$ cat src/rtl/ucsbece154b_pipe_ctrl.sv
// Five-stage pipeline controller: decode, D/E/M/W control pipeline, forwarding, hazards and memory-wait watchdog.
// Define UCSBECE154B_BRANCH_EXT_EN to decode bne/blt/bge/bltu/bgeu in addition to beq.
module ucsbece154b_pipe_ctrl #(
   parameter int REG_AW      = 5,
   parameter int MEM_TIMEOUT = 64
) (
   input  logic              clk,
   input  logic              reset,
   input  logic [6:0]        op_i,
   input  logic [2:0]        funct3_i,
   input  logic              funct7b5_i,
   input  logic              ZeroE_i,
   input  logic              LtE_i,
   input  logic              LtuE_i,
   input  logic [REG_AW-1:0] Rs1D_i,
   input  logic [REG_AW-1:0] Rs2D_i,
   input  logic [REG_AW-1:0] Rs1E_i,
   input  logic [REG_AW-1:0] Rs2E_i,
   input  logic [REG_AW-1:0] RdE_i,
   input  logic [REG_AW-1:0] RdM_i,
   input  logic [REG_AW-1:0] RdW_i,
   input  logic              DMemReady_i,
   output logic              StallF_o,
   output logic              StallD_o,
   output logic              StallE_o,
   output logic              StallM_o,
   output logic              FlushD_o,
   output logic              FlushE_o,
   output logic              FlushW_o,
   output logic [2:0]        ImmSrcD_o,
   output logic [1:0]        PCSrcE_o,
   output logic [3:0]        ALUControlE_o,
   output logic              ALUSrcE_o,
   output logic [1:0]        ForwardAE_o,
   output logic [1:0]        ForwardBE_o,
   output logic              MemWriteM_o,
   output logic              MemReadM_o,
   output logic [1:0]        ResultSrcM_o,
   output logic [1:0]        ResultSrcW_o,
   output logic              RegWriteW_o,
   output logic              MemTimeout_o
);

   localparam int CNT_W = $clog2(MEM_TIMEOUT + 1);
   localparam logic [CNT_W-1:0] CNT_MAX  = CNT_W'(MEM_TIMEOUT);
   localparam logic [CNT_W-1:0] CNT_LAST = CNT_W'(MEM_TIMEOUT - 1);

   typedef enum logic {S_RUN, S_WAIT} memState_t;

   logic       regWriteD, memWriteD, memReadD, jumpD, jalrD, branchD, aluSrcD, branchOk;
   logic [1:0] resultSrcD;
   logic [3:0] aluOpD, aluCtlD;

   logic       regWriteE, memWriteE, memReadE, jumpE, jalrE, branchE;
   logic [1:0] resultSrcE;
   logic [2:0] funct3E;
   logic       regWriteM;

   logic       memStall, branchCond, takenE, loadUse;
   memState_t  memState;
   logic [CNT_W-1:0] waitCnt;

`ifdef UCSBECE154B_BRANCH_EXT_EN
   assign branchOk = funct3_i[2] | ~funct3_i[1];
`else
   assign branchOk = (funct3_i == 3'b000);
`endif

   always_comb begin
      aluOpD = 4'd0;
      case (funct3_i)
         3'b000: aluOpD = (funct7b5_i & op_i[5]) ? 4'd1 : 4'd0;
         3'b001: aluOpD = 4'd7;
         3'b010: aluOpD = 4'd5;
         3'b011: aluOpD = 4'd6;
         3'b100: aluOpD = 4'd4;
         3'b101: aluOpD = funct7b5_i ? 4'd9 : 4'd8;
         3'b110: aluOpD = 4'd3;
         3'b111: aluOpD = 4'd2;
         default: aluOpD = 4'd0;
      endcase
   end

   // Anything not recognised falls through with all-zero controls, i.e. a bubble.
   always_comb begin
      regWriteD  = 1'b0;
      resultSrcD = 2'b00;
      memWriteD  = 1'b0;
      memReadD   = 1'b0;
      jumpD      = 1'b0;
      jalrD      = 1'b0;
      branchD    = 1'b0;
      aluSrcD    = 1'b0;
      aluCtlD    = 4'd0;
      ImmSrcD_o  = 3'b000;
      case (op_i)
         7'b0000011: if (funct3_i == 3'b010) begin
            regWriteD = 1'b1; resultSrcD = 2'b01; memReadD = 1'b1; aluSrcD = 1'b1;
         end
         7'b0100011: if (funct3_i == 3'b010) begin
            memWriteD = 1'b1; aluSrcD = 1'b1; ImmSrcD_o = 3'b001;
         end
         7'b0110011, 7'b0010011: begin
            regWriteD = 1'b1; aluSrcD = ~op_i[5]; aluCtlD = aluOpD;
         end
         7'b1100011: if (branchOk) begin
            branchD = 1'b1; aluCtlD = 4'd1; ImmSrcD_o = 3'b010;
         end
         7'b1101111: begin
            regWriteD = 1'b1; resultSrcD = 2'b10; jumpD = 1'b1; ImmSrcD_o = 3'b011;
         end
         7'b1100111: if (funct3_i == 3'b000) begin
            regWriteD = 1'b1; resultSrcD = 2'b10; jumpD = 1'b1; jalrD = 1'b1; aluSrcD = 1'b1;
         end
         7'b0110111: begin
            regWriteD = 1'b1; resultSrcD = 2'b11; ImmSrcD_o = 3'b100;
         end
         default: ;
      endcase
   end

   always_ff @(posedge clk) begin
      if (reset || (!StallE_o && FlushE_o)) begin
         regWriteE <= 1'b0; resultSrcE <= 2'b00; memWriteE <= 1'b0; memReadE <= 1'b0;
         jumpE <= 1'b0; jalrE <= 1'b0; branchE <= 1'b0; funct3E <= 3'b000;
         ALUControlE_o <= 4'd0; ALUSrcE_o <= 1'b0;
      end else if (!StallE_o) begin
         regWriteE <= regWriteD; resultSrcE <= resultSrcD; memWriteE <= memWriteD; memReadE <= memReadD;
         jumpE <= jumpD; jalrE <= jalrD; branchE <= branchD; funct3E <= funct3_i;
         ALUControlE_o <= aluCtlD; ALUSrcE_o <= aluSrcD;
      end
   end

   always_ff @(posedge clk) begin
      if (reset) begin
         regWriteM <= 1'b0; ResultSrcM_o <= 2'b00; MemWriteM_o <= 1'b0; MemReadM_o <= 1'b0;
      end else if (!StallM_o) begin
         regWriteM <= regWriteE; ResultSrcM_o <= resultSrcE; MemWriteM_o <= memWriteE; MemReadM_o <= memReadE;
      end
   end

   always_ff @(posedge clk) begin
      if (reset || FlushW_o) begin
         RegWriteW_o <= 1'b0; ResultSrcW_o <= 2'b00;
      end else begin
         RegWriteW_o <= regWriteM; ResultSrcW_o <= ResultSrcM_o;
      end
   end

   assign ForwardAE_o = ((Rs1E_i != '0) && regWriteM   && (RdM_i == Rs1E_i)) ? 2'b10 :
                        ((Rs1E_i != '0) && RegWriteW_o && (RdW_i == Rs1E_i)) ? 2'b01 : 2'b00;
   assign ForwardBE_o = ((Rs2E_i != '0) && regWriteM   && (RdM_i == Rs2E_i)) ? 2'b10 :
                        ((Rs2E_i != '0) && RegWriteW_o && (RdW_i == Rs2E_i)) ? 2'b01 : 2'b00;

`ifdef UCSBECE154B_BRANCH_EXT_EN
   always_comb begin
      branchCond = 1'b0;
      case (funct3E)
         3'b000: branchCond = ZeroE_i;
         3'b001: branchCond = ~ZeroE_i;
         3'b100: branchCond = LtE_i;
         3'b101: branchCond = ~LtE_i;
         3'b110: branchCond = LtuE_i;
         3'b111: branchCond = ~LtuE_i;
         default: branchCond = 1'b0;
      endcase
   end
`else
   logic unusedLt;
   assign unusedLt   = LtE_i ^ LtuE_i;
   assign branchCond = (funct3E == 3'b000) & ZeroE_i;
`endif

   assign takenE   = jumpE | (branchE & branchCond);
   assign memStall = (MemReadM_o | MemWriteM_o) & ~DMemReady_i;
   assign loadUse  = (resultSrcE == 2'b01) && (RdE_i != '0) && ((Rs1D_i == RdE_i) || (Rs2D_i == RdE_i));

   // A memory wait freezes everything up to M and hides any redirect until the access completes.
   always_comb begin
      StallF_o = 1'b0; StallD_o = 1'b0; StallE_o = 1'b0; StallM_o = 1'b0;
      FlushD_o = 1'b0; FlushE_o = 1'b0; FlushW_o = 1'b0;
      PCSrcE_o = 2'b00;
      if (memStall) begin
         StallF_o = 1'b1; StallD_o = 1'b1; StallE_o = 1'b1; StallM_o = 1'b1;
         FlushW_o = 1'b1;
      end else if (takenE) begin
         FlushD_o = 1'b1; FlushE_o = 1'b1;
         PCSrcE_o = jalrE ? 2'b10 : 2'b01;
      end else if (loadUse) begin
         StallF_o = 1'b1; StallD_o = 1'b1; FlushE_o = 1'b1;
      end
   end

   always_ff @(posedge clk) begin
      if (reset) begin
         memState     <= S_RUN;
         waitCnt      <= '0;
         MemTimeout_o <= 1'b0;
      end else begin
         case (memState)
            S_RUN: if (memStall) begin
               memState <= S_WAIT;
               waitCnt  <= CNT_W'(1);
            end
            S_WAIT: if (DMemReady_i) begin
               memState <= S_RUN;
               waitCnt  <= '0;
            end else if (memStall && (waitCnt != CNT_MAX)) begin
               waitCnt <= waitCnt + 1'b1;
               if (waitCnt == CNT_LAST) MemTimeout_o <= 1'b1;
            end
            default: memState <= S_RUN;
         endcase
      end
   end

endmodule
$ cat config.mk
export PLATFORM = sky130hd
export DESIGN_NAME = ucsbece154b_pipe_ctrl
export DESIGN_NICKNAME = d
export VERILOG_FILES = /design/src/rtl/ucsbece154b_pipe_ctrl.sv
export SDC_FILE = /design/constraint.sdc
export NUM_CORES = 1
export LEC_CHECK = 0
export ABC_CLOCK_PERIOD_IN_PS = 1900
export CAP_MARGIN = 20
export CORE_UTILIZATION = 40
export CTS_BUF_LIST = sky130_fd_sc_hd__clkbuf_4
export DETAILED_ROUTE_END_ITERATION = 8
export GPL_TIMING_DRIVEN = 1
export PLACE_DENSITY = 0.75
export SLEW_MARGIN = 20
export SYNTH_ARGS = -nofsm -noshare
export SYNTH_HDL_FRONTEND = slang
export SYNTH_SLANG_ARGS = --single-unit
export TNS_END_PERCENT = 30
$ cat constraint.sdc
create_clock -name clk -period 1.9 [get_ports clk]
set_input_delay 0.285 -clock clk [delete_from_list [all_inputs] [get_ports clk]]
set_output_delay 0.285 -clock clk [all_outputs]
set_load 0.05 [all_outputs]
=== Yosys cells after proc, flatten, opt, wreduce, memory -nomap -nowiden ===
Cells that the tools add are included.
Widths: inputs -> output; s select.

* Output and inout port bits: 29
* Word-level logic and storage cells: 122
* Flip-flop bits (word level): 33

* Eq/ne operators: 26
* Add/subtract/negate cells: 1
* Multiplexer cells: 41
* Bitwise operators: 9
* Reduce and logical (&&, ||, !) cells: 26

{| class="wikitable"
|+ Operators with widths
! cell !! number
|-
| $pmux 4 s8 || 1
|-
| $eq 5x5->1 || 6
|-
| $eq 7x6->1 const B || 4
|-
| $mux 1 || 22
|-
| $eq 7x7->1 const B || 3
|-
| $mux 7 || 3
|-
| $reduce_bool 5->1 || 3
|-
| $mux 2 || 7
|-
| $pmux 7 s2 || 1
|-
| $eq 3x3->1 const B || 4
|-
| $logic_and 1x1->1 || 12
|-
| $pmux 3 s4 || 1
|-
| $pmux 2 s4 || 1
|-
| $pmux 4 s2 || 1
|-
| $add 7x1->7 const B || 1
|-
| $eq 7x2->1 const B || 1
|-
| $eq 7x5->1 const B || 1
|-
| $ne 7x7->1 const B || 1
|-
| $eq 3x2->1 const B || 2
|-
| $logic_not 3->1 || 2
|-
| $pmux 1 s3 || 2
|-
| $and 1x1->1 || 4
|-
| $pmux 1 s2 || 2
|-
| $reduce_and 4->1 || 1
|-
| 11 further kinds || 17
|}

=== Longest topological paths before layout ===
Gate-level depths: netlist (run 1).

* Word-level depth: 8
* Gate-level depth with buffers: 7
* Gate-level depth less buffers: 7

=== Least setup slack after synthesis (run 1) ===
Ideal clock, no wire load.

* Path type: in2out
* Start point: in Rs1E_i[1]
* End point: out ForwardAE_o[0]
* Slack: -1.144 ns
* Data required time: 1.615 ns
* Stages on the path: 4
* Arrival: 2.759 ns
* Path through: or4_1 > nor2_1 > nor4_1 > nor4_1

* Longest elaborated chain between the ends: 5

{| class="wikitable"
|+ Ends and longest elaborated chain
! item !! line !! source
|-
| from (decl) || 17 || <nowiki>input logic [REG_AW-1:0] Rs1E_i,</nowiki>
|-
| $reduce_bool 5->1 || 150, 151 ||
|-
| $logic_and 1x1->1 (2 in a row) || 151 || <nowiki>((Rs1E_i != '0) && RegWriteW_o && (RdW_i == Rs1E_i)) ? 2'b01 : 2'b00;</nowiki>
|-
| $mux 1 || 151 ||
|-
| $mux 2 * || 150 || <nowiki>assign ForwardAE_o = ((Rs1E_i != '0) && regWriteM && (RdM_i == Rs1E_i)) ? 2'b10 :</nowiki>
|-
| to (decl) || 34 || <nowiki>output logic [1:0] ForwardAE_o,</nowiki>
|}

Mark *: on every way between the ends. The rest lies on a longest branch, timed or not.

=== Worst setup path in the final report (run 1) ===
* Start point: in RdE_i[3]
* End point: out FlushE_o

* Longest elaborated chain between the ends: 6

{| class="wikitable"
|+ Ends and longest elaborated chain
! item !! line !! source
|-
| from (decl) || 19 || <nowiki>input logic [REG_AW-1:0] RdE_i,</nowiki>
|-
| $eq 5x5->1 / $reduce_bool 5->1 (equally long branches) || 176 || <nowiki>assign loadUse = (resultSrcE == 2'b01) && (RdE_i != '0) && ((Rs1D_i == RdE_i) || (Rs2D_i == RdE_i));</nowiki>
|-
| $logic_or 1x1->1 / $logic_and 1x1->1 (equally long branches) || 176 ||
|-
| $logic_and 1x1->1 * || 176 ||
|-
| $mux 1 * || 189 || <nowiki>end else if (loadUse) begin</nowiki>
|-
| $mux 1 * || 186 || <nowiki>end else if (takenE) begin</nowiki>
|-
| $mux 1 * || 183 || <nowiki>if (memStall) begin</nowiki>
|-
| to (decl) || 28 || <nowiki>output logic FlushE_o,</nowiki>
|}

Marks and branches as above.

==> results of run 1 <==
per-layer routing:
metal,vias to the layer above,track usage
li1,1214,-
met1,1111,0.2843
met2,92,0.4334
met3,15,0.05087
met4,0,0.1153
met5,-,0
synthesized netlist by cell type, drive strengths merged, types with 2 or more instances:
cell,number
xnor2,22
nor4,5
buf,8
dfxtp,33
nand3,19
clkbuf,7
a21o,3
a211oi,2
ha,2
o31ai,8
nor2,22
nand4,9
nand2,25
nand2b,6
o21ai,13
and2,4
o2111ai,3
and3,3
nand3b,3
xor2,14
o22ai,2
nor3b,2
or4,5
a21oi,12
nor3,10
inv,7
mux2i,3
stage by stage:
stage	std cells	worst slack [ns]	total power [mW]
floorplan	265	-0.2162	0.8385
global placement	453	-0.4628	1.046
detailed placement	453	-0.5367	1.053
CTS	471	-0.1257	1.447
global route	471	-0.1325	1.516
finish	471	-0.06206	1.445
kinds of logic (layout without fill, tap and decap cells):
group | after synthesis | in the layout
compound gates | 49 | 49
mux | 4 | 4
xor+xnor | 36 | 36
flops | 33 | 33
fa+ha+maj | 2 | 2
buf+inv | 22 | 158
simple gates | 119 | 119
area by class of cell:
cell class              count  area [sq um]
clock buffers               6         45.04
clock inverters             2         10.01
fillers                   386          1333
inverters                   7         26.28
multi-input cells         210          1564
flip-flops and latches     33         663.1
well taps                  70         87.58
repair buffers            143          1379
flip-flops by register name, indices dropped and copies added (netlist names), 2 cells and up:
| register | count |
|---|---|
| ALUControlE_o | 4 |
| resultSrcE | 2 |
| ResultSrcW_o | 2 |
| funct3E | 3 |
| waitCnt | 7 |
| ResultSrcM_o | 2 |
power breakdown:
part	switching, mW	internal (mW)	leakage, nW	total (mW)
sequential	0.00338	0.696	0.268	0.699
clock	0.236	0.155	0.0354	0.391
combinational	0.159	0.196	1.24	0.355
critical path: stages:
cell,delay [ns]
dlygate4sd2_1,0.28
or4_4,0.51
nor2_4,0.14
a2111oi_4,0.07
o21a_2,0.23
buf_12,0.15
path summary, 6_finish.rpt:
check | endpoint | slack [ns] | depth (start not counted)
setup / recovery | FlushE_o | -0.06 | 6
hold / removal | memWriteE | 0.40 | 4
setup reg to reg | waitCnt[0] | 0.20 | 8
hold reg to reg | ResultSrcM_o[1] | 0.47 | 2
repair_timing:
item                                   4_1_cts  5_1_grt
gates cloned                                 0        0
gates resized for setup                    119       15
endpoints found under the hold margin        0        0
setup buffers                               10        0
pin swaps                                   37       15
setup endpoints to repair                   31       17
==> run metrics, run 1 <==
Async SR Flop Fraction=0; first-pass GRT wire length=10.43 mm; CTS Buffer Depth=2; final slew viol count=0; layout cells sized above 1=0.3616; post-synthesis mux area share=0.01950; final setup margin=-0.06206 ns; final hold slack=0.3956 ns; status=finished, violations left; critical path endpoint category=primary output; main combinational cell family by area after synthesis=simple AND/OR/NAND/NOR gates; Overall Global Routing Usage=0.2458; drt first-iter violations=52; min-delay src=op_i[5]; failing checks=negative setup slack; # IOs=81; hold crit path type=input port to register; Layout Nets=454; final worst path period share=1.033; Top FF cell, synth=dfxtp_1; # hold bufs at CTS=0; number of global-route vias before repair=2377; YS warnings=0; setup TNS=-0.2169 ns; EDFF count, synth=0; Routed WL=6.766 mm; type of origin of the critical path=input port; top routing layer used=met4; Yosys top cell area share=0.3121; metal3 WL=454 microns; number of synthesized register bits=33; final hold viol count=0; IO Port Bufs=78; Finished Core Util=0.7391; TritonCTS Buffers=5; commonest non-fill, non-tap cell in the layout=buf_4; H-tree levels=2; Synth Area in Compound Gates=0.1584; WP data required=1.62 ns; Synth area leaders=dfxtp_1 (31%), xnor2_1 (9.1%), xor2_1 (5.8%), nand3_1 (4.5%), nand2_1 (4.4%); Mapped Area=2117 sq um; final instance area=3775 sq um; post-synthesis xor/xnor area fraction=0.1489; fmax=509.7 MHz; DP Wirelength=5.124 mm; Die Span X=74.75 microns; # rows=26; r2r startpoint=waitCnt[0]; crit-path max FO=3; drt pass-1 iters=4; Setup-failing EPs final=5; Layout area overhead=78.31%; min Tclk post-route=1.962 ns; post-synthesis sequential area ratio=0.3121; GRT overflow=0; peak supply drop=0.2807 mV; vias=2432; Synth cell types=47; most frequent cells in the layout=buf_4 (64), dfxtp_1 (31), nand2_1 (23), clkdlybuf4s50_1 (21), xnor2_1 (20); Worst-path clk slew=0.10 ns; initial antenna violation count=0; wl on met1=2.876 mm; drt wl/cell=14.37 microns; cells after synthesis=265; routed vias/inst=5.163; crit path DAT=1.68 ns; root buf cell=clkbuf_4; Leak=1.547 nW; largest net degree at the start of global routing=17; simple logic cell fraction of the synthesized area=0.2973; worst-skew pair later-pin latency=0.34 ns; Slew HR=0.6081; worst slew pin tran=0.5817 ns; Detail Route Antenna Nets=0; Die ar.=5588 sq um; Initial Utilization=0.4145; adder-cell share of the synthesized area=0.01182; # diodes=0; maxcap violations=0; core area=5107 sq um; largest area contributor in the netlist=dfxtp_1; CP Class=input port to primary output; met2 wire len=3.254 mm; pwr dens=382.9 nW/um^2; post-synthesis average cell area=7.989 sq um; # clock sinks=33; Area after DPL=3525 sq um; CTS tree=built; RSZ-0062 raised after global routing=true; Syn Nets=319; Worst Setup SP=RdE_i[3]; Placer Congestion=0.8804; DRC errors left=0; die height=74.75 microns; clk_skew=0.009138 ns
Power figures use the tool's default switching activity.
==> run 2, diff against run 1 <==
--- a/config.mk
+++ b/config.mk
@@ -5,13 +5,13 @@
 export SDC_FILE = /design/constraint.sdc
 export NUM_CORES = 1
 export LEC_CHECK = 0
-export ABC_CLOCK_PERIOD_IN_PS = 1900
+export ABC_CLOCK_PERIOD_IN_PS = 2330
 export CAP_MARGIN = 20
 export CORE_UTILIZATION = 40
 export CTS_BUF_LIST = sky130_fd_sc_hd__clkbuf_4
 export DETAILED_ROUTE_END_ITERATION = 8
 export GPL_TIMING_DRIVEN = 1
-export PLACE_DENSITY = 0.75
+export PLACE_DENSITY = 0.72
 export SLEW_MARGIN = 20
 export SYNTH_ARGS = -nofsm -noshare
 export SYNTH_HDL_FRONTEND = slang
==> constraint.sdc (replaced) <==
create_clock -name clk -period 2.33 [get_ports clk]
set_input_delay 0.3495 -clock clk [delete_from_list [all_inputs] [get_ports clk]]
set_output_delay 0.3495 -clock clk [all_outputs]
set_load 0.05 [all_outputs]
==> run 2 against run 1 <==
The run now ends clean. First-iteration DRC count is 38% higher. Sequential share of layout area is 2.3 points higher. Non-clock buffer count is 38 lower. Largest power group unchanged.
==> run metrics, run 2 (synthesis results as in run 1) <==
commonest non-fill, non-tap cell in the layout=clkdlybuf4s50_1 (was buf_4); GRT overflow=0 (unchanged); WP data required=1.98 ns (was 1.62 ns); # rows=26 (unchanged); DRC errors left=0 (unchanged); hold crit path type=register to register (was input port to register); drt wl/cell=13.43 microns (was 14.37 microns); crit-path max FO=2 (was 3); vias=2238 (was 2432); final slew viol count=0 (unchanged); pwr dens=343.6 nW/um^2 (was 382.9 nW/um^2); min Tclk post-route=2.256 ns; drt pass-1 iters=4 (unchanged); Setup-failing EPs final=0 (was 5); Area after DPL=3243 sq um (was 3525 sq um); Leak=1.282 nW (was 1.547 nW); number of global-route vias before repair=2022 (was 2377); status=complete, no violations (was finished, violations left); max reg flops=7 (unchanged); root buf cell=clkbuf_4 (unchanged); initial antenna violation count=0 (unchanged); Layout Cells excl Fill=433 (was 471); most frequent cells in the layout=clkdlybuf4s50_1 (50), dfxtp_1 (33), buf_4 (30), nand2_1 (25), xnor2_1 (22) (was buf_4 (64), dfxtp_1 (31), nand2_1 (23), clkdlybuf4s50_1 (21), xnor2_1 (20)); total power=1.143 mW (was 1.445 mW); hold endpoint=ResultSrcM_o[1] (was memWriteE); reg2reg setup slack=0.57 ns (was 0.20 ns); routed vias/inst=5.169 (was 5.163); critical path endpoint category=primary output (unchanged); die height=74.75 microns (unchanged); r2r startpoint=waitCnt[0] (unchanged); first-pass GRT wire length=8.901 mm (was 10.43 mm); hold depth=2 (was 4); Routed WL=5.816 mm (was 6.766 mm); TritonCTS Buffers=5 (unchanged); grt met2 use=0.3373 (was 0.4334); global routing's busiest layer=met2 (unchanged); # IOs=81 (unchanged); crit path DAT=1.91 ns (was 1.68 ns); final hold viol count=0 (unchanged); Layout area overhead=57.09% (was 78.31%); peak supply drop=0.2008 mV (was 0.2807 mV); Layout Nets=416 (was 454); Top Registers=waitCnt (7), ALUControlE_o (4), funct3E (3) (unchanged); CP Class=input port to primary output (unchanged); Overall Global Routing Usage=0.2056 (was 0.2458); Placer Congestion=0.8898 (was 0.8804); Die Span X=74.75 microns (unchanged); reg-to-reg endpoint=waitCnt[3] (was waitCnt[0]); DP Wirelength=4.463 mm (was 5.124 mm); Die ar.=5588 sq um (unchanged); worst slew pin tran=0.5075 ns (was 0.5817 ns); IO Port Bufs=78 (unchanged); # hold bufs at CTS=0 (unchanged); met1 global-route usage=0.2650 (was 0.2843); largest net degree at the start of global routing=31 (was 17); final worst path period share=0.9683; # diodes=0 (unchanged); Largest Register=waitCnt (unchanged); placed cell count=424 (was 453); Slew HR=0.6606 (was 0.6081); H-tree levels=2 (unchanged); worst r2r path cells=7 (was 8); clk_skew=0.006450 ns (was 0.009138 ns); drt first-iter violations=72 (was 52); maxcap violations=0 (unchanged); Detail Route Antenna Nets=0 (unchanged); final instance area=3326 sq um (was 3775 sq um); layout cells sized above 1=0.1791 (was 0.3616); Worst-path clk slew=0.10 ns (about the same); setup TNS=0 ns (was -0.2169 ns); # clock sinks=33 (unchanged); fmax=443.2 MHz; min-delay src=ResultSrcM_o[1] (was op_i[5]); worst-skew pair later-pin latency=0.34 ns (about the same); core area=5107 sq um (unchanged); routing usage on met3=0.04685 (was 0.05087); CTS tree=built (unchanged); Initial Utilization=0.4145 (unchanged); type of origin of the critical path=input port (unchanged); CTS Buffer Depth=2 (unchanged)
-- run 2: stage by stage --
| step | utilization | setup slack, ns | hold slack, ns |
|---|---|---|---|
| detailed placement | 0.6350 | -0.2134 | 0.4568 |
| floorplan | - | -0.06932 | 0.4364 |
| finish | 0.6512 | 0.07385 | 0.4680 |
| global route | 0.6512 | -0.02060 | 0.4898 |
| CTS | 0.6485 | 0.01130 | 0.4740 |
| global placement | 0.6350 | -0.1759 | 0.4473 |
-- run 2: worst max path at each step --
stage	end	depth (start not counted)	start
after floorplan	StallF_o	7	RdE_i[1]
after CTS	StallF_o	6	RdE_i[2]
final	ForwardAE_o[0]	6	Rs1E_i[1]
after global routing	ForwardBE_o[0]	6	Rs2E_i[1]
after detailed placement	StallF_o	7	RdE_i[1]
after global placement	StallF_o	7	RdE_i[1]
-- run 2: area by class of cell --
class	instances	area, sq um
Fill cell	455	1782
Multi-Input combinational cell	210	1400
Timing Repair Buffer	105	1096
Sequential cell	33	660.6
Tap cell	70	87.58
Clock buffer	6	45.04
Inverter	7	26.28
Clock inverter	2	10.01
-- run 2: layer usage --
layer  up-vias  share of wire  wire, microns
met2        75           0.46           2655
met5         -              0              0
met1      1014           0.45           2645
met3         9          0.072            420
met4         0          0.016             95
li1       1140              -              -
-- run 2: what timing repair did --
action	in CTS	in global routing
resized for setup	14	7
pin swaps	6	5
gates cloned	0	0
setup endpoints to repair	3	4
setup buffers	1	0
-- run 2: power by group --
part,total (mW),internal [mW],switching [mW]
sequential,0.569,0.567,0.00194
combinational,0.246,0.141,0.106
clock,0.327,0.127,0.200
total,1.14,0.835,0.308
-- run 2: worst max-delay path, cell delays in order --
cell             delay (ns)
clkdlybuf4s50_1        0.42
or4_1                  0.52
nor2_1                 0.16
nor4_2                 0.09
nor4_4                 0.19
buf_12                 0.18
==> run 3, diff against run 2 <==
--- a/config.mk
+++ b/config.mk
@@ -11,8 +11,8 @@
 export CTS_BUF_LIST = sky130_fd_sc_hd__clkbuf_4
 export DETAILED_ROUTE_END_ITERATION = 8
 export GPL_TIMING_DRIVEN = 1
-export PLACE_DENSITY = 0.72
-export SLEW_MARGIN = 20
+export PLACE_DENSITY = 0.76
+export SLEW_MARGIN = 30
 export SYNTH_ARGS = -nofsm -noshare
 export SYNTH_HDL_FRONTEND = slang
 export SYNTH_SLANG_ARGS = --single-unit
==> run 3 against run 2 <==
Register-to-register slack worse by 0.11 ns. Critical path depth stayed put. Worst hold slack better by 0.0027 ns. Design area is 0.19% higher. Routed wire length is 2.6% higher. Sequential power hardly changed. Non-clock buffer count stayed put. Setup slack worse by 0.017 ns. First-iteration DRC count is 17% higher. Fmax is 0.75% lower. Global-route usage is 0.45 points higher. Clock-buffer cell count is 1 lower.
==> run metrics, run 3 (synthesis results as in run 1) <==
pwr dens=342.7 nW/um^2 (was 343.6 nW/um^2); Die Span X=74.75 microns (unchanged); core area=5107 sq um (unchanged); final slew viol count=0 (unchanged); placed cell count=424 (unchanged); Net Sw Power=0.3203 mW (was 0.3080 mW); Routed WL=5.969 mm (was 5.816 mm); Die ar.=5588 sq um (unchanged); Detail Route Antenna Nets=0 (unchanged); commonest non-fill, non-tap cell in the layout=clkdlybuf4s50_1 (unchanged); Reg power frac=0.499 (was 0.498); final worst path period share=0.9756 (was 0.9683); initial antenna violation count=0 (unchanged); drt first-iter violations=84 (was 72); switching share of power=0.2805 (was 0.2696); maxcap violations=0 (unchanged); # hold bufs at CTS=0 (unchanged); status=complete, no violations (unchanged); WP data required=1.98 ns (about the same); Comb power frac=0.220 (was 0.216); clk_skew=0.009395 ns (was 0.006450 ns); CTS tree=built (unchanged); routed vias/inst=5.314 (was 5.169); Clk network pwr share=0.281 (was 0.286); Layout Nets=416 (unchanged); type of origin of the critical path=input port (unchanged); TritonCTS Buffers=5 (unchanged); first-pass GRT wire length=9.080 mm (was 8.901 mm); hold crit path type=register to register (unchanged); Layout area overhead=57.39% (was 57.09%); Placer Congestion=0.9552 (was 0.8898); IO Port Bufs=78 (unchanged); # rows=26 (unchanged); Layout Cells excl Fill=433 (unchanged); most frequent cells in the layout=clkdlybuf4s50_1 (47), dfxtp_1 (33), buf_4 (31), nand2_1 (25), xnor2_1 (22) (was clkdlybuf4s50_1 (50), dfxtp_1 (33), buf_4 (30), nand2_1 (25), xnor2_1 (22)); Slew HR=0.6502 (was 0.6606); GRT overflow=0 (unchanged); # IOs=81 (unchanged); CTS Buffer Depth=2 (unchanged); min Tclk post-route=2.273 ns (was 2.256 ns); H-tree levels=2 (unchanged); vias=2301 (was 2238); Initial Utilization=0.4145 (unchanged); CP Class=input port to primary output (unchanged); reg2reg setup slack=0.46 ns (was 0.57 ns); max reg flops=7 (unchanged); # clock sinks=33 (unchanged); worst-skew pair later-pin latency=0.34 ns (about the same); Setup-failing EPs final=0 (unchanged); total power=1.142 mW (was 1.143 mW); # diodes=0 (unchanged); number of global-route vias before repair=2054 (was 2022); peak supply drop=0.1981 mV (was 0.2008 mV); critical path endpoint category=primary output (unchanged); DRC errors left=0 (unchanged); Overall Global Routing Usage=0.2101 (was 0.2056); root buf cell=clkbuf_4 (unchanged); worst slew pin tran=0.5230 ns (was 0.5075 ns); largest net degree at the start of global routing=22 (was 31); layout cells sized above 1=0.1901 (was 0.1791); crit path DAT=1.92 ns (was 1.91 ns); drt wl/cell=13.79 microns (was 13.43 microns); die height=74.75 microns (unchanged); Worst-path clk slew=0.11 ns (was 0.10 ns); Top Registers=waitCnt (7), ALUControlE_o (4), funct3E (3) (unchanged); DP Wirelength=4.544 mm (was 4.463 mm); Largest Register=waitCnt (unchanged); fmax=439.9 MHz (was 443.2 MHz); crit-path max FO=2 (unchanged); final hold viol count=0 (unchanged); Leak=1.287 nW (was 1.282 nW); P_int=0.8216 mW (was 0.8347 mW); drt pass-1 iters=4 (unchanged); RSZ-0062 raised after global routing=true
[run 3: critical path, cell delays in order]
cell and delay [ns]:
clkdlybuf4s50_1 0.45, or4_1 0.54, nor2_2 0.13, nor4_2 0.09, nor4_4 0.19, buf_12 0.18
[run 3: final cells by class]
| cell class | instances | area (sq um) |
|---|---|---|
| Fill cell | 450 | 1775 |
| Multi-Input combinational cell | 210 | 1425 |
| Timing Repair Buffer | 105 | 1077 |
| Sequential cell | 33 | 660.6 |
| Tap cell | 70 | 87.58 |
| Clock buffer | 5 | 37.54 |
| Inverter | 7 | 26.28 |
| Clock inverter | 3 | 17.52 |
[run 3: routing by layer]
layer	vias up	wire length, microns	track usage
met5	-	0	0
met4	0	95	0.07757
met3	8	465	0.03614
met2	107	2752	0.3544
met1	1053	2655	0.2689
li1	1133	-	-
[run 3: path summary, 6_finish.rpt]
kind / end / from / cells past startpoint
setup / recovery: ForwardBE_o[0] / Rs2E_i[1] / 6
hold / removal: funct3E[2] / funct3E[2] / 2
setup reg to reg: waitCnt[6] / waitCnt[0] / 7
hold reg to reg: funct3E[2] / funct3E[2] / 2
[run 3: through the flow]
step / utilization / cell area [sq um] / setup slack, ns / hold WS [ns] / setup TNS, ns
global route: 0.6524 / 3332 / -0.04266 / 0.4942 / -0.1549
global placement: 0.6325 / 3231 / -0.2011 / 0.4494 / -0.5907
CTS: 0.6450 / 3294 / 0.007411 / 0.4742 / 0
detailed placement: 0.6325 / 3231 / -0.2568 / 0.4590 / -0.7605
floorplan: - / 2170 / -0.06932 / 0.4364 / -0.06932
finish: 0.6524 / 3332 / 0.05683 / 0.4708 / 0
[run 3: power groups by stage]
stage	sequential [mW]	combinational [mW]	clock (mW)
2_1_floorplan	0.583	0.0980	0
3_3_place_gp	0.582	0.247	0
3_5_place_dp	0.582	0.250	0
4_1_cts	0.570	0.247	0.326
5_1_grt	0.570	0.270	0.350
6_report	0.569	0.251	0.321
[run 3: repair_timing]
item,CTS,global route
setup endpoints to repair,4,6
setup buffers,0,1
pin swaps,6,5
resized for setup,19,10
==> RTL edit: new RTL, settings of run 3 <==
Add a define of `UCSBECE154B_BRANCH_EXT_EN`.
--- a/src/rtl/ucsbece154b_pipe_ctrl.sv
+++ b/src/rtl/ucsbece154b_pipe_ctrl.sv
@@ -1,4 +1,6 @@
 // Five-stage pipeline controller: decode, D/E/M/W control pipeline, forwarding, hazards and memory-wait watchdog.
 // Define UCSBECE154B_BRANCH_EXT_EN to decode bne/blt/bge/bltu/bgeu in addition to beq.
+`define UCSBECE154B_BRANCH_EXT_EN
+
 module ucsbece154b_pipe_ctrl #(
    parameter int REG_AW      = 5,
Formal check against the unedited RTL: not equivalent (Yosys sat finds a counterexample within 4 cycles, from zero or initial values and one cycle with reset high).
==> RTL edit against run 3 <==
- non-clock buffer count unchanged
- clock skew about the same
- sequential cell count unchanged
- final area increased by 0.11%
- fmax decreased by 0.56%
- count of clock-buffer cells in the layout increased by 3
- wire length decreased by 7.7%
- die area decreased by 4.3%
- setup slack got worse by 13 ps
- total power increased by 2.0%
- synthesized area decreased by 4.4%
- largest cell class unchanged
- largest power group unchanged
==> RTL edit: results (changes against run 3) <==
Parameter                              Value

Placed design
  Standard cell area after detailed placement    3210 sq um (-0.74%)
  Weighted congestion reported at the end of routability-driven placement    0.830 (-13%)
  Placed wire-length estimate    4260 um (-6.3%)

GRT
  Wire length of the first global-routing pass    8750 um (-3.6%)
  GRT Overall Usage    21.2% (+0.16 points)
  Number of global-route vias before repair    1990 (-3.1%)
  Met1 demand-to-capacity share in global routing    26.7% (-0.19 points)
  Met2 global-route usage    35.3% (-0.15 points)
  Met3 track demand over resource    4.83% (+1.2 points)

Setup path
  Endpoint arrival time on the critical path    1940 ps (+20 ps)
  Depth of the worst register-to-register path    6 (-1)

Drt
  Wire length the detailed router placed on met1    2600 um (-2.2%)
  1st-iter DRT viols    47 (-44%)
  Final wirelength    5510 um (-7.7%)
  Wire length on met2    2490 um (-9.6%)

Synthesis
  Count of cell types in the netlist    46 (-2.1%)
  Most frequent cells after synthesis    dfxtp_1, nor2_1, xnor2_1
  Nets in the synthesized netlist    302 (-5.3%)
  Top cells by area, synth    dfxtp_1, xnor2_1, nor2_1, xor2_1, nand2_1

Clocking
  Clock insertion delay at the later pin of the skew report    320 ps (-20 ps)
  Number of gates given a new drive strength after cts    10 (-9)
  Post-CTS setup repair buffer count    1 (+1)

STA
  Worst Tran Pin Value    526 ps (+3.08 ps)
  Final Skew    8.98 ps (-0.417 ps)

Pwr
  Leakage power summed over all cells    1.30 nW (+0.68%)
  Largest vdd supply drop    0.000290 V (+46%)

Final layout
  # nets final    401 (-3.6%)
  Share of cells above drive strength 1    20.1% (+1.1 points)

Run status
  Result of the run    completed

Worst hold path
  Worst hold path type    reg2reg
  Worst hold path cell count    2 (unchanged)
-- RTL edit: cell type report --
class	count	area, sq um
clock buffers	8	60.1
fillers	379	1450
inverters	6	22.5
multi-input cells	196	1380
flip-flops and latches	33	661
well taps	67	83.8
repair buffers	105	1130
-- RTL edit: critical path, cell delays in order --
cell             delay (ps)
clkdlybuf4s50_1         440
or4_1                   550
nor2_2                  150
nor4_2                   90
nor4_4                  180
buf_12                  180
-- RTL edit: cells by family (layout without fill, tap and decap cells) --
family / count (synthesis) / count (layout) / share of synthesized area [%]
DFF: 33 / 33 / 32.7
and+or+nand+nor: 108 / 108 / 27.8
AOI/OAI and AO/OA: 43 / 43 / 14.9
buffers and inverters: 19 / 119 / 4.51
adders and majority gates: 2 / 2 / 1.24
muxes: 5 / 5 / 2.47
xor gates and xnor gates: 38 / 38 / 16.5
-- RTL edit: stage by stage --
step                      worst slack (ps)  instances  TNS (ps)  util [%]
final                                 44.0        415         0      69.7
after global routing                 -14.4        415     -45.4      69.7
after CTS                             2.53        415         0      69.1
after detailed placement             -23.1        406     -23.1      67.0
after global placement                9.71        406         0      67.0
after floorplan                       -118        248      -155         -
-- RTL edit: final timing paths --
kind         slack [ps]                             to                          start
max                  40                 ForwardBE_o[0]                      Rs2E_i[2]
min                 470  ALUControlE_o[3]$_SDFFE_PP0N_  ALUControlE_o[3]$_SDFFE_PP0N_
max reg2reg         520         regWriteE$_SDFFE_PP0N_        funct3E[0]$_SDFFE_PP0N_
min reg2reg         470  ALUControlE_o[3]$_SDFFE_PP0N_  ALUControlE_o[3]$_SDFFE_PP0N_
-- RTL edit: power by group --
group	switching, mW	internal (mW)	leakage (nW)
Clock	0.183	0.155	0.0368
Sequential	0.00389	0.568	0.267
Combinational	0.103	0.152	0.993
Total	0.290	0.875	1.30
